[config.mk]
export PLATFORM = sky130hd
export DESIGN_NAME = restoring_divider
export DESIGN_NICKNAME = d
export VERILOG_FILES = /design/src/rtl/restoring_divider_pkg.sv /design/src/rtl/restoring_divider_div_trial_sub.sv /design/src/rtl/restoring_divider.sv
export SDC_FILE = /design/constraint.sdc
export NUM_CORES = 1
export LEC_CHECK = 0
export BUFFER_PORTS_ARGS = -buffer_cell sky130_fd_sc_hd__buf_2
export CAP_MARGIN = 40
export CORE_ASPECT_RATIO = 0.6
export CORE_MARGIN = 2
export CORE_UTILIZATION = 55
export DETAILED_ROUTE_END_ITERATION = 16
export MAX_ROUTING_LAYER = met4
export PLACE_DENSITY_LB_ADDON = 0.2
export SYNTH_ARGS = -nofsm -noshare
export SYNTH_HDL_FRONTEND = slang
export SYNTH_SLANG_ARGS = --single-unit
export TNS_END_PERCENT = 100
[constraint.sdc]
create_clock -name clk -period 3.4 [get_ports clk]
set_clock_uncertainty 0.2 [all_clocks]
set_input_delay 0.34 -clock clk [delete_from_list [all_inputs] [get_ports clk]]
set_output_delay 0.34 -clock clk [all_outputs]
set_load 0.01 [all_outputs]
[src/rtl/restoring_divider_pkg.sv]
// Shared definitions for the restoring divider: default widths, FSM states,
// and the fill values reported for a zero divisor.
package restoring_divider_pkg;

  localparam int DW_DEF = 8;
  localparam int VW_DEF = 4;

  typedef enum logic [1:0] {
    IDLE = 2'd0,
    RUN  = 2'd1,
    DONE = 2'd2
  } state_t;

  localparam logic [DW_DEF-1:0] DZ_QUOTIENT  = '1;
  localparam logic [VW_DEF-1:0] DZ_REMAINDER = '1;

endpackage

[src/rtl/restoring_divider_div_trial_sub.sv]
// Trial subtractor a - b via ripple full-adder cells (b inverted, carry-in 1).
// Purely combinational; no_borrow is the final carry-out.
module div_trial_sub #(
  parameter int W = 5
) (
  input  logic [W-1:0] a,
  input  logic [W-1:0] b,
  output logic [W-1:0] diff,
  output logic         no_borrow
);

  logic [W:0] carry;

  assign carry[0] = 1'b1;

  for (genvar i = 0; i < W; i++) begin : g_fa
    logic b_n;
    assign b_n        = ~b[i];
    assign diff[i]    = a[i] ^ b_n ^ carry[i];
    assign carry[i+1] = (a[i] & b_n) | (a[i] & carry[i]) | (b_n & carry[i]);
  end

  assign no_borrow = carry[W];

endmodule

[src/rtl/restoring_divider.sv]
// Iterative unsigned restoring divider, one quotient bit per clock, under a
// start/busy/done handshake.
module restoring_divider
  import restoring_divider_pkg::*;
#(
  parameter int DW = DW_DEF,
  parameter int VW = VW_DEF
) (
  input  logic          clk,
  input  logic          rst_n,
  input  logic          start,
  input  logic [DW-1:0] dividend,
  input  logic [VW-1:0] divisor,
  output logic          busy,
  output logic          done,
  output logic [DW-1:0] quotient,
  output logic [VW-1:0] remainder,
  output logic          div_by_zero
);

  localparam int CW = $clog2(DW);

  state_t        state_q, state_d;
  logic [CW-1:0] cnt_q, cnt_d;
  logic [DW-1:0] dvd_q, dvd_d;
  logic [VW:0]   rem_q, rem_d;
  logic [VW-1:0] dsr_q, dsr_d;
  logic          dz_q, dz_d;
  logic          busy_q, busy_d;
  logic          done_q, done_d;
  logic [DW-1:0] quotient_q, quotient_d;
  logic [VW-1:0] remainder_q, remainder_d;
  logic          div_by_zero_q, div_by_zero_d;

  logic [VW:0]   shifted;
  logic [VW:0]   trial;
  logic          no_borrow;

  // Dividend MSB shifts into the partial remainder; quotient bits fill dvd_q from the LSB.
  assign shifted = (rem_q << 1) | (VW+1)'(dvd_q[DW-1]);

  div_trial_sub #(.W(VW+1)) u_trial (
    .a         (shifted),
    .b         ({1'b0, dsr_q}),
    .diff      (trial),
    .no_borrow (no_borrow)
  );

  always_comb begin
    state_d       = state_q;
    cnt_d         = cnt_q;
    dvd_d         = dvd_q;
    rem_d         = rem_q;
    dsr_d         = dsr_q;
    dz_d          = dz_q;
    busy_d        = busy_q;
    done_d        = 1'b0;
    quotient_d    = quotient_q;
    remainder_d   = remainder_q;
    div_by_zero_d = div_by_zero_q;
    case (state_q)
      IDLE: begin
        if (start) begin
          if (divisor != '0) begin
            dvd_d   = dividend;
            dsr_d   = divisor;
            rem_d   = '0;
            cnt_d   = CW'(DW-1);
            dz_d    = 1'b0;
            busy_d  = 1'b1;
            state_d = RUN;
          end else begin
            dz_d    = 1'b1;
            state_d = DONE;
          end
        end
      end
      RUN: begin
        rem_d = no_borrow ? trial : shifted;
        dvd_d = {dvd_q[DW-2:0], no_borrow};
        cnt_d = cnt_q - 1'b1;
        if (cnt_q == '0) state_d = DONE;
      end
      DONE: begin
        done_d  = 1'b1;
        busy_d  = 1'b0;
        state_d = IDLE;
        if (dz_q) begin
          quotient_d    = DZ_QUOTIENT;
          remainder_d   = DZ_REMAINDER;
          div_by_zero_d = 1'b1;
        end else begin
          quotient_d    = dvd_q;
          remainder_d   = rem_q[VW-1:0];
          div_by_zero_d = 1'b0;
        end
      end
      default: state_d = IDLE;
    endcase
  end

  always_ff @(posedge clk or negedge rst_n) begin
    if (!rst_n) begin
      state_q       <= IDLE;
      cnt_q         <= '0;
      dvd_q         <= '0;
      rem_q         <= '0;
      dsr_q         <= '0;
      dz_q          <= 1'b0;
      busy_q        <= 1'b0;
      done_q        <= 1'b0;
      quotient_q    <= '0;
      remainder_q   <= '0;
      div_by_zero_q <= 1'b0;
    end else begin
      state_q       <= state_d;
      cnt_q         <= cnt_d;
      dvd_q         <= dvd_d;
      rem_q         <= rem_d;
      dsr_q         <= dsr_d;
      dz_q          <= dz_d;
      busy_q        <= busy_d;
      done_q        <= done_d;
      quotient_q    <= quotient_d;
      remainder_q   <= remainder_d;
      div_by_zero_q <= div_by_zero_d;
    end
  end

  assign busy        = busy_q;
  assign done        = done_q;
  assign quotient    = quotient_q;
  assign remainder   = remainder_q;
  assign div_by_zero = div_by_zero_q;

endmodule

==> impl_metrics.csv, run 1 <==
group,metric,value,unit
cts,path_clk_slew,0.08,ns
global_route,grt_usage,24.2,%
place,dp_cells,239,
worst_setup_path,worstSetupPathType,"flip-flop to flip-flop",
logic_synthesis,syn_area,1790,um^2
route,num_vias,1384,
floorplanning,rows,15,
final_layout,diodes,0,
place,portBuffers,29,
cts,clk_path_buf_depth,2,
cts,cts_buffers,5,
run,drv_cap,0,
sta,whs,0.115,ns
power_and_ir_drop,clkPwrFrac,21.5,%
sta,period_needed,2.68,ns
worst_setup_path,cp_max_fo,5,
final_layout,layout.nets,226,
route,viasPerCell,5.58,
place,place_congestion,0.870,
final_layout,design_area,2080,um^2
final_layout,final-instance-count-excl-fill,248,
final_layout,layout-drive-gt1-share,21.4,%
cts,cts-root-buf,"clkbuf_8",
cts,clkLatencyLatePin,0.29,ns
final_layout,fillers,223,
power_and_ir_drop,power.share.switching,37.7,%
floorplanning,start_util,59.9,%
power_and_ir_drop,p_sw,792,uW
global_route,grt_max_degree,38,
place,detailed_place.area,1940,um^2
logic_synthesis,syn_inst,179,
logic_synthesis,yosysSeqAreaShare,51.8,%
floorplanning,die_area,3740,um^2
route,wl_per_cell,15.6,um
sta,period_share,78.9,%
sta,setup_tns,0,ns
sta,worst_slew_pin_slew,0.796,ns
sta,rsz0062_at_grt,"no",
power_and_ir_drop,power_density,1010,nW/um^2
floorplanning,core_area,2980,um^2
sta,slew_headroom,46.9,%
logic_synthesis,avgSynthCellArea,9.99,um^2
global_route,overflow,0,
floorplanning,ioPinCount,30,
cts,cts_sinks,37,
route,ant_nets,0,
worst_setup_path,cp-start-kind,"flip-flop",
worst_hold_path,hold_class,"primary input to flip-flop",
final_layout,areaGrowthSynthToFinish,16.4,%
sta,final_hold_viol_count,0,
power_and_ir_drop,pwr-share-seq,39.3,%
worst_setup_path,required,3.35,ns
worst_setup_path,end_kind,"flip-flop",
sta,finalSetupViolations,0,
logic_synthesis,ys_ff_latch,37,
power_and_ir_drop,p_int,1.31,mW
cts,cts_setup_buffers,0,
logic_synthesis,ys_types,28,
route,routed_wl,3880,um
floorplanning,die_w,77.6,um
route,drc_errors,0,
global_route,grt_antenna_before_repair,0,
power_and_ir_drop,p_comb_share,39.2,%
place,dp_hpwl,2750,um
power_and_ir_drop,ir_drop,0.526,mV
floorplanning,die_h,48.2,um
route,drt-initial-drc-count,119,
cts,htreeDepth,2,
sta,slew_violations,0,
route,drt-pass1-iter-count,4,
logic_synthesis,yosysWarnings,0,
power_and_ir_drop,p_leak,1.09,nW
cts,tritoncts,"yes",
global_route,grt_pass1_wl,6350,um
outcome,status,"finished clean",
global_route,grt_pass1_vias,1364,
logic_synthesis,syn-num-nets,200,
sta,fmax,373,MHz
worst_setup_path,worst-endpoint-arrival,2.64,ns
-- power by group through the flow --
stage | Sequential [mW] | Combinational [mW] | Clock, mW
2_1_floorplan | 0.789 | 0.588 | 0
3_3_place_gp | 0.811 | 0.766 | 0
3_5_place_dp | 0.827 | 0.814 | 0
4_1_cts | 0.822 | 0.827 | 0.455
5_1_grt | 0.854 | 0.923 | 0.480
6_report | 0.825 | 0.824 | 0.453
-- state kept, by name, indices dropped and copies added, names as in the netlist --
register / flops
cnt_q: 3
dvd_q: 8
remainder: 4
state_q: 2
div_by_zero: 1
dz_q: 1
quotient: 8
busy: 1
done: 1
dsr_q: 4
rem_q: 4
-- logic make-up (layout without fill, tap and decap cells) --
family          after synthesis  after routing  synth area share, %
fa+ha+maj                     6              6                 5.46
buf+inv                      26             53                 6.09
compound gates               46             46                 15.8
flops                        37             37                 51.8
mux                          13             13                 7.49
simple gates                 51             51                 13.4
-- per-stage QoR --
step                setup slack [ns]  total power [mW]  util [%]
floorplan                      0.941              1.38         -
global placement               0.894              1.58      64.9
detailed placement             0.777              1.64      64.9
CTS                            0.745              2.10      69.7
global route                   0.619              2.26      69.7
finish                         0.716              2.10      69.7
-- synthesized netlist by cell type, drive strengths merged --
cell,instances,area (um^2)
a22oi,3,22.5
o21ai,13,65.1
o221ai,1,8.76
nor2,16,60.1
a21oi,14,70.1
mux2i,10,100
nand2,16,60.1
a221o,1,10.0
a21o,1,7.51
or2,1,6.26
dfrtp,37,926
o41ai,1,8.76
a32o,1,10.0
a22o,3,26.3
nand3,3,15.0
mux2,3,33.8
buf,2,18.8
or4,1,11.3
nand2b,10,62.6
nor3,3,15.0
inv,14,52.6
fa,3,60.1
clkbuf,10,37.5
or3b,1,8.76
o21ba,1,10.0
o22ai,7,43.8
ha,3,37.5
-- path summary, 6_finish.rpt --
path | start | to | slack (ns) | cells after the start
worst max-delay path | dvd_q[7]$_DFFE_PN0P_ | rem_q[3]$_DFFE_PN0P_ | 0.72 | 8
min in group asynchronous | rst_n | dvd_q[5]$_DFFE_PN0P_ | 0.46 | 2
max in group asynchronous | rst_n | state_q[1]$_DFFE_PN0P_ | 2.03 | 2
worst max register to register | dvd_q[7]$_DFFE_PN0P_ | rem_q[3]$_DFFE_PN0P_ | 0.72 | 8
worst min register to register | remainder[1]$_DFFE_PN0P_ | remainder[1]$_DFFE_PN0P_ | 0.28 | 2
worst min-delay path | divisor[3] | dsr_q[3]$_DFFE_PN0P_ | 0.12 | 2
-- what timing repair did --
action,CTS,global route
hold buffers,1,0
resized for setup,0,0
setup endpoints to repair,0,0
endpoints found under the hold margin,37,0
-- worst max-delay path: stages, from the launching register on --
cell and delay [ns]:
dfrtp_1 0.42, inv_1 0.06, ha_1 0.20, fa_1 0.41, fa_1 0.38, inv_1 0.08, fa_1 0.43, a22oi_1 0.22
o221ai_1 0.14
-- final cells by class --
cell class / count / area (um^2) / area share (%)
timing repair buffer: 31 / 163 / 7.82
multi-input combinational: 116 / 753 / 36.2
clock buffer: 5 / 68.8 / 3.31
inverter: 14 / 52.6 / 2.53
sequential: 37 / 926 / 44.5
tap: 42 / 52.6 / 2.53
clock inverter: 3 / 65.1 / 3.13
-- routing by layer --
| layer | GRT usage (%) | vias to the layer above | routed length, um |
|---|---|---|---|
| li1 | - | 663 | - |
| met1 | 30.0 | 641 | 1760 |
| met2 | 38.6 | 70 | 1740 |
| met3 | 8.33 | 10 | 311 |
| met4 | 8.21 | 0 | 61 |
| met5 | - | - | 0 |
-- placed cells by master (no fill, tap or decap), drive strengths merged, types with 2 or more instances in the layout --
master,Yosys,layout
nand2,16,16
clkbuf,10,5
a22oi,3,3
o22ai,7,7
fa,3,3
nor2,16,16
a21oi,14,14
mux2i,10,10
nand2b,10,10
mux2,3,3
inv,14,14
bufinv,0,2
nor3,3,3
a22o,3,3
ha,3,3
nand3,3,3
dfrtp,37,37
o21ai,13,13
buf,2,30
Power figures use the tool's default switching activity.
==> run 2: changes to the inputs <==
CORE_UTILIZATION = 50   (was 55)
clock period = 2.3 ns   (was 3.4 ns; I/O delays follow)
==> impl_metrics.csv, run 2 (synthesis gave the netlist of run 1 again) <==
group,metric,value,unit
cts,cts_sinks,37,
worst_setup_path,worst-endpoint-arrival,2.34,ns
worst_setup_path,end_kind,"flip-flop",
floorplanning,die_area,4090,um^2
route,wl_met2,1810,um
place,dp_cells,246,
route,wl_met3,167,um
route,drc_errors,0,
route,ant_nets,0,
floorplanning,die_w,81.2,um
global_route,grt_max_degree,38,
sta,period_needed,2.38,ns
global_route,grt_usage,22.4,%
final_layout,design_area,2110,um^2
route,routed.top_layer,"met4",
cts,cts_buffers,5,
worst_hold_path,hold_class,"primary input to flip-flop",
sta,finalSetupViolations,2,
route,wl_per_cell,15.6,um
outcome,status,"finished with violations",
outcome,failed_checks,"negative setup slack",
sta,worst_slack,-0.0751,ns
floorplanning,core_area,3340,um^2
run,drv_cap,0,
power_and_ir_drop,p_total,3.08,mW
cts,clkLatencyLatePin,0.29,ns
route,drt-met1-wl,1900,um
power_and_ir_drop,p_comb_share,46.8,%
final_layout,diodes,0,
power_and_ir_drop,p_sw,1.23,mW
cts,clk_path_buf_depth,2,
cts,path_clk_slew,0.07,ns
cts,cts_setup_buffers,0,
power_and_ir_drop,ir_drop,0.590,mV
route,drt-initial-drc-count,120,
floorplanning,ioPinCount,30,
power_and_ir_drop,pwr-share-seq,39.6,%
sta,slew_headroom,45.2,%
global_route,grt_antenna_before_repair,0,
final_layout,final-instance-count-excl-fill,253,
place,portBuffers,29,
cts,tritoncts,"yes",
final_layout,final_cell_mix,"37 x dfrtp_1, 29 x buf_2, 16 x nor2_1, 16 x nand2_1",
power_and_ir_drop,power.share.switching,39.9,%
sta,setup_tns,-0.0915,ns
power_and_ir_drop,p_int,1.85,mW
floorplanning,start_util,53.5,%
sta,fmax,421,MHz
sta,rsz0062_at_grt,"yes",
route,routed_wl,3940,um
sta,worst_slew_pin_slew,0.822,ns
place,dp_hpwl,2790,um
cts,cts-root-buf,"clkbuf_8",
final_layout,areaGrowthSynthToFinish,18.0,%
worst_setup_path,cp_max_fo,2,
final_layout,layout-drive-gt1-share,27.4,%
final_layout,mostFrequentLayoutCell,"dfrtp_1",
final_layout,layout.nets,230,
global_route,grt_pass1_vias,1347,
worst_setup_path,cp-start-kind,"flip-flop",
route,viasPerCell,5.38,
route,drt-pass1-iter-count,4,
floorplanning,rows,16,
worst_setup_path,rr_worst_depth,7,
sta,final_hold_viol_count,0,
place,place_congestion,0.965,
route,num_vias,1361,
worst_hold_path,hold_depth,2,
floorplanning,die_h,50.3,um
sta,period_share,103,%
global_route,overflow,0,
sta,slew_violations,0,
global_route,grt_pass1_wl,6560,um
power_and_ir_drop,p_leak,1.08,nW
place,detailed_place.area,1980,um^2
power_and_ir_drop,clkPwrFrac,13.6,%
cts,htreeDepth,2,
worst_setup_path,required,2.26,ns
power_and_ir_drop,power_density,1460,nW/um^2
worst_setup_path,worstSetupPathType,"flip-flop to flip-flop",
## run 2: cell types whose count changed in the layout (fill, tap and decap cells not counted), moves of 3 or more
cell	change
a21oi_1	-3
a21oi_2	+3
fa_1	-3
fa_2	+3
buf_4	+3
## run 2: final cells by class
class | instances | area, um^2
Multi-Input combinational cell | 116 | 805
Sequential cell | 37 | 926
Clock inverter | 1 | 5.00
Fill cell | 276 | 1230
Clock buffer | 5 | 68.8
Tap cell | 45 | 56.3
Timing Repair Buffer | 35 | 196
Inverter | 14 | 52.6
## run 2: layer usage
layer | GRT usage [%] | vias to the layer above
met5 | - | -
met4 | 7.34 | 0
met3 | 5.58 | 10
met2 | 33.3 | 28
met1 | 30.2 | 658
li1 | - | 665
## run 2: metrics by stage
stage	hold slack, ns	worst slack, ns	util [%]
after detailed placement	0.174	-0.119	59.3
final	0.0230	-0.0751	63.1
after global routing	0.0290	-0.169	63.1
after global placement	0.155	-0.0501	59.3
after CTS	0.0158	-0.0896	62.3
after floorplan	-0.266	-0.0898	-
## run 2: worst paths after layout
path,from,endpoint,slack [ns]
setup / recovery,dsr_q[0]$_DFFE_PN0P_,rem_q[3]$_DFFE_PN0P_,-0.08
hold / removal,divisor[1],dsr_q[1]$_DFFE_PN0P_,0.02
setup reg to reg,dsr_q[0]$_DFFE_PN0P_,rem_q[3]$_DFFE_PN0P_,-0.08
hold reg to reg,quotient[7]$_DFFE_PN0P_,quotient[7]$_DFFE_PN0P_,0.27
max in group asynchronous,rst_n,done$_DFF_PN0_,1.00
min in group asynchronous,rst_n,quotient[5]$_DFFE_PN0P_,0.37
## run 2: power groups by stage
stage / sequential [mW] / combinational, mW / clock (mW)
finish: 1.22 / 1.44 / 0.418
detailed placement: 1.21 / 1.30 / 0
CTS: 1.21 / 1.35 / 0.421
global route: 1.26 / 1.63 / 0.448
global placement: 1.18 / 1.24 / 0
floorplan: 1.17 / 0.903 / 0
## run 2: timing repair
action	in CTS	in global routing
hold endpoints to repair	37	0
hold buffers	1	0
setup endpoints to repair	4	5
gates resized for setup	3	6
pin swaps	1	4
## run 2: worst max-delay path, cell delays in order (launching register included)
cell and delay [ns]:
dfrtp_1 0.39, ha_2 0.19, fa_2 0.34, fa_2 0.34, inv_2 0.06, fa_2 0.44
a22oi_2 0.16, o221ai_1 0.13
